### src/rtl/call_request_latch.sv
`default_nettype none
// call_request_latch (rev 1.0): debounces and latches elevator calls, issues one call at a time
// using an up/down sweep, and stretches the door-blocked bit to a minimum hold time.
module call_request_latch #(
    parameter int DEBOUNCE_CYCLES  = 4,
    parameter int CNT_W            = 3,
    parameter int DOOR_HOLD_CYCLES = 8,
    parameter int HOLD_W           = 4
) (
    input  logic       clk,
    input  logic       rst_n,
    input  logic [2:0] btn_raw,
    input  logic       blk_raw,
    input  logic [0:3] fpos,
    output logic [0:3] F,
    output logic [2:0] pending
);

    localparam logic [1:0] FLOOR1   = 2'd0;
    localparam logic [1:0] FLOOR2   = 2'd1;
    localparam logic [1:0] FLOOR3   = 2'd2;
    localparam logic       DIR_DOWN = 1'b0;
    localparam logic       DIR_UP   = 1'b1;

    logic [3:0]        raw_in;
    logic [3:0]        sync_q1;
    logic [3:0]        sync_q2;
    logic [3:0]        deb;
    logic [2:0]        deb_btn_prev;
    logic [2:0]        rise;
    logic [2:0]        serve;
    logic              door_open;
    logic              door_prev;
    logic [1:0]        cur_floor;
    logic              dir;
    logic              dir_next;
    logic [HOLD_W-1:0] hold;
    logic              up_hit;
    logic              dn_hit;
    logic [1:0]        up_flr;
    logic [1:0]        dn_flr;
    logic              sel_hit;
    logic [1:0]        sel_flr;
    logic [2:0]        req;

    // Bit 3 carries the obstruction sensor, bits 2:0 the floor buttons.
    assign raw_in = {blk_raw, btn_raw};

    always_ff @(posedge clk or negedge rst_n) begin
        if (!rst_n) begin
            sync_q1 <= 4'b0000;
            sync_q2 <= 4'b0000;
        end else begin
            sync_q1 <= raw_in;
            sync_q2 <= sync_q1;
        end
    end

    for (genvar i = 0; i < 4; i++) begin : g_debounce
        logic [CNT_W-1:0] cnt;
        logic             val;

        always_ff @(posedge clk or negedge rst_n) begin
            if (!rst_n) begin
                cnt <= '0;
                val <= 1'b0;
            end else if (sync_q2[i] != val) begin
                if (cnt == CNT_W'(DEBOUNCE_CYCLES - 1)) begin
                    val <= ~val;
                    cnt <= '0;
                end else begin
                    cnt <= cnt + 1'b1;
                end
            end else begin
                cnt <= '0;
            end
        end

        assign deb[i] = val;
    end

    assign rise = deb[2:0] & ~deb_btn_prev;

    // Case equality so that any unknown bit on fpos never matches a service code.
    always_comb begin
        serve[0]  = (fpos === 4'b1001);
        serve[1]  = (fpos === 4'b0101);
        serve[2]  = (fpos === 4'b0011);
        door_open = (fpos[3] === 1'b1);
    end

    always_ff @(posedge clk or negedge rst_n) begin
        if (!rst_n) begin
            deb_btn_prev <= 3'b000;
            pending      <= 3'b000;
        end else begin
            deb_btn_prev <= deb[2:0];
            pending      <= (pending | rise) & ~serve;
        end
    end

    always_ff @(posedge clk or negedge rst_n) begin
        if (!rst_n) begin
            cur_floor <= FLOOR1;
        end else if (fpos[0:2] === 3'b100) begin
            cur_floor <= FLOOR1;
        end else if (fpos[0:2] === 3'b010) begin
            cur_floor <= FLOOR2;
        end else if (fpos[0:2] === 3'b001) begin
            cur_floor <= FLOOR3;
        end
    end

    // Nearest pending floor on each side of the car.
    always_comb begin
        up_hit = 1'b0;
        up_flr = cur_floor;
        dn_hit = 1'b0;
        dn_flr = cur_floor;
        case (cur_floor)
            FLOOR1: begin
                up_hit = pending[1] | pending[2];
                up_flr = pending[1] ? FLOOR2 : FLOOR3;
            end
            FLOOR2: begin
                up_hit = pending[2];
                up_flr = FLOOR3;
                dn_hit = pending[0];
                dn_flr = FLOOR1;
            end
            default: begin
                dn_hit = pending[1] | pending[0];
                dn_flr = pending[1] ? FLOOR2 : FLOOR1;
            end
        endcase
    end

    always_comb begin
        sel_hit  = 1'b0;
        sel_flr  = cur_floor;
        dir_next = dir;
        if (door_open) begin
            sel_hit = 1'b0;
        end else if (pending[cur_floor]) begin
            sel_hit = 1'b1;
        end else if (dir == DIR_UP) begin
            if (up_hit) begin
                sel_hit = 1'b1;
                sel_flr = up_flr;
            end else if (dn_hit) begin
                sel_hit  = 1'b1;
                sel_flr  = dn_flr;
                dir_next = DIR_DOWN;
            end
        end else begin
            if (dn_hit) begin
                sel_hit = 1'b1;
                sel_flr = dn_flr;
            end else if (up_hit) begin
                sel_hit  = 1'b1;
                sel_flr  = up_flr;
                dir_next = DIR_UP;
            end
        end
        req = sel_hit ? (3'b001 << sel_flr) : 3'b000;
    end

    always_ff @(posedge clk or negedge rst_n) begin
        if (!rst_n) begin
            door_prev <= 1'b0;
            hold      <= '0;
        end else begin
            door_prev <= door_open;
            if (door_open && !door_prev) begin
                hold <= HOLD_W'(DOOR_HOLD_CYCLES);
            end else if (hold != '0) begin
                hold <= hold - 1'b1;
            end
        end
    end

    always_ff @(posedge clk or negedge rst_n) begin
        if (!rst_n) begin
            F   <= 4'b0000;
            dir <= DIR_UP;
        end else begin
            F   <= {req[0], req[1], req[2], deb[3] | (hold != '0)};
            dir <= dir_next;
        end
    end

endmodule
`default_nettype wire

### config.mk
export PLATFORM = sky130hd
export DESIGN_NAME = call_request_latch
export DESIGN_NICKNAME = d
export VERILOG_FILES = /design/src/rtl/call_request_latch.sv
export SDC_FILE = /design/constraint.sdc
export NUM_CORES = 1
export LEC_CHECK = 0
export CAP_MARGIN = 15
export CORE_MARGIN = 2
export CORE_UTILIZATION = 58
export CTS_BUF_LIST = sky130_fd_sc_hd__clkbuf_4
export DETAILED_ROUTE_END_ITERATION = 6
export PLACE_DENSITY_LB_ADDON = 0.3
export SYNTH_ARGS = -nofsm -noshare
export SYNTH_HDL_FRONTEND = slang
export SYNTH_SLANG_ARGS = --single-unit
### constraint.sdc
create_clock -name clk -period 1.58 [get_ports clk]
set_clock_uncertainty 0.1 [all_clocks]
set_input_delay 0.316 -clock clk [delete_from_list [all_inputs] [get_ports clk]]
set_output_delay 0.316 -clock clk [all_outputs]
set_load 0.005 [all_outputs]
==> results.toml <==
[sta]
hold_viol = 0
maxSlewViolCount = 0
fin_crit_ns = 1.50
clock.fmax_mhz = 668
worst_pin_slew_ns = 0.310
grt_setup_unrepaired = "no"
period_share = 0.948
setup_tns_ns = 0
setup_violations = 0
slew_headroom = 0.792

[setup_path]
path_class = "reg -> reg"
critPathMaxFanout = 10
worstSetupStartpoint = "cur_floor[1]"
cp-end-kind = "flop"
r2r-start = "cur_floor[1]"
cp_cell_sequence = "nand2b_1 -> a21oi_2 -> a21oi_1 -> nor4_2"
cpMaxStageDelayCell = "dfrtp_1"
worst-r2r-setup-slack_ns = 0.08
cp.buffers_inverters = 0
worstPathArrival_ns = 1.64
cpPeakStageDelay_ns = 0.51
critPathLaunchType = "flop"
cp.required_ns = 1.72
cp_top_family = "flip-flops"

[synth]
avgSynthCellArea_um2 = 12.6
synth_fp_nets = 152
ys_warn_count = 0
syn-instance-count = 136
synth_top_area_cell = "dfrtp_1"
ys_seq_area_frac = 0.615
synth.top_cell.area_share = 0.599
synth_area_um2 = 1710
yosys.cell_types.count = 34
ys_top_cells_by_area = "dfrtp_1, ha_1, nor3b_1"
ys_ff_latch = 42

[power]
power.clock.fraction = 0.154
internal_power_mw = 2.15
p_seq_frac = 0.507
vdd_drop_max_mv = 1.19
p_switching_mw = 1.06
power.total_mw = 3.21
pwr-share-comb = 0.339
leakagePower_nw = 0.928
cellPowerDensity_nw_per_um2 = 1600
swShare = 0.329

[floorplan]
io_pins = 17
dieArea_um2 = 3400
die_h_um = 58.3
design.core.area_um2 = 2780
initial_core_util = 0.615
rows = 19
fp.dieW_um = 58.3

[route]
drt-total-wl_um = 2900
initialDrtViolationCount = 42
route.detailed.drc = 0
ant_nets = 0
wl_per_cell_um = 14.7
viasPerCell = 5.74
vias = 1130
firstDrtPassIters = 4

[job]
maxCapViolCount = 0

[global_route]
grt_pass1_vias = 1139
grt_pass1_wl_um = 5180
grt_max_degree = 25
grt_usage = 0.207
antenna_found_initial = 0
overflow = 0

[layout]
nNetsFinal = 181
fin_area_um2 = 2000
n_fill_cell = 197
drive_gt1_frac = 0.175
syn_to_final_growth_pct = 17.0
stdcell_count = 197
final_core_util = 0.720
diodes = 0

[place]
dpl.hpwl_um = 2040
portBuffers = 16
gp_congestion = 0.722
placed_cell_area_um2 = 1920
dp_cells = 185

[clock_network]
clk_pin_slew_ns = 0.12
root_buffer = "clkbuf_4"
insertion_delay_ns = 0.34
cts_max_level = 2
clock-sinks = 42
cts_tree = "built"
cts_buffers = 5
clockBufferDepth = 2

[min_path]
hp-class = "reg -> reg"
hold_start = "sync_q1[1]"

[run_status]
outcome = "completed"
## per-layer routing
metal | vias up | share of wire | global-route usage
li1 | 527 | - | -
met1 | 569 | 0.43 | 0.260
met2 | 29 | 0.51 | 0.326
met3 | 5 | 0.041 | 0.0703
met4 | 0 | 0.020 | 0.0963
met5 | - | 0 | 0
## sequential cells by signal (all words and copies together), names as in the netlist
signal	cells
g_debounce.val	4
pending	3
sync_q1	4
F	4
hold	4
dir	1
deb_btn_prev	3
cur_floor	2
door_prev	1
sync_q2	4
g_debounce.cnt	12
## cell type report
type	count	area, um^2	area share
Tap cell	31	38.8	0.0194
Sequential cell	42	1060	0.527
Clock inverter	2	8.76	0.00437
Clock buffer	6	45.0	0.0225
Multi-Input combinational cell	80	597	0.298
Timing Repair Buffer	25	216	0.108
Inverter	11	41.3	0.0206
## what timing repair did
item | CTS | global route
buffers inserted | 3 | 0
endpoints found under the setup margin | 7 | 1
endpoints found under the hold margin | 41 | 0
gates resized for setup | 10 | 1
hold buffers | 1 | 0
## worst paths after layout
path	to	cells after the start
min in group asynchronous	g_debounce[3].cnt[2]	3
min reg2reg	sync_q2[1]	0
max	F[2]	4
max reg2reg	F[2]	4
max in group asynchronous	dir	3
min	sync_q2[1]	0
## synth_stat cells
cell / number
a21boi_1: 1
a21o_1: 1
a21oi_2: 1
mux2_2: 4
nand2b_1: 4
or3_1: 1
inv_1: 10
nor3b_1: 7
nand3_1: 1
o32a_1: 1
nor2b_1: 6
a31oi_1: 3
nor4_2: 1
inv_2: 1
a21oi_1: 7
ha_1: 6
nor3_1: 6
a211o_1: 1
nand2_1: 1
buf_2: 1
o32ai_1: 2
o21ai_0: 3
nor3_2: 1
nor2_1: 8
nor4bb_1: 1
nor3b_2: 1
dfrtp_1: 41
and3b_1: 3
buf_6: 2
mux2i_1: 1
a311oi_1: 1
a41oi_1: 1
dfstp_2: 1
xnor2_1: 6
## worst register-to-register path: stages (launching register included)
cell and delay (ns):
dfrtp_1 0.51, nand2b_1 0.21, a21oi_2 0.19, a21oi_1 0.10
nor4_2 0.29
## placed cells by master (no fill, tap or decap), types with 4 or more instances in the layout
cell type / n
dfrtp_1: 38
nor3_1: 6
nand2b_1: 4
clkbuf_4: 6
a21oi_1: 7
nor2b_1: 6
nor3b_1: 7
inv_1: 10
nor2_1: 8
buf_4: 8
clkdlybuf4s50_1: 8
ha_1: 6
xnor2_1: 6
mux2_2: 4
dlygate4sd2_1: 7
## power by group through the flow
stage | clock network [mW] | logic [mW] | registers (mW)
global route | 0.563 | 1.21 | 1.66
floorplan | 0 | 0.696 | 1.61
global placement | 0 | 0.925 | 1.66
detailed placement | 0 | 1.00 | 1.70
finish | 0.495 | 1.09 | 1.63
CTS | 0.525 | 1.08 | 1.62
## per-stage QoR
step / setup slack (ns) / hold slack (ns)
finish: 0.0828 / 0.263
global route: 0.0348 / 0.274
CTS: 0.0609 / 0.269
global placement: -0.159 / 0.185
detailed placement: -0.182 / 0.190
floorplan: 0.236 / -0.0796
## cells by family after synthesis
kind of cell,count (synthesis),synth area share
AO/OA/AOI/OAI,22,0.0855
XOR/XNOR,6,0.0307
adder cells (fa/ha/maj),6,0.0439
buffers and inverters,14,0.0402
flip-flops,42,0.615
multiplexers,5,0.0322
AND/OR/NAND/NOR,41,0.153
Note: power is estimated with default switching activity, not from simulation.
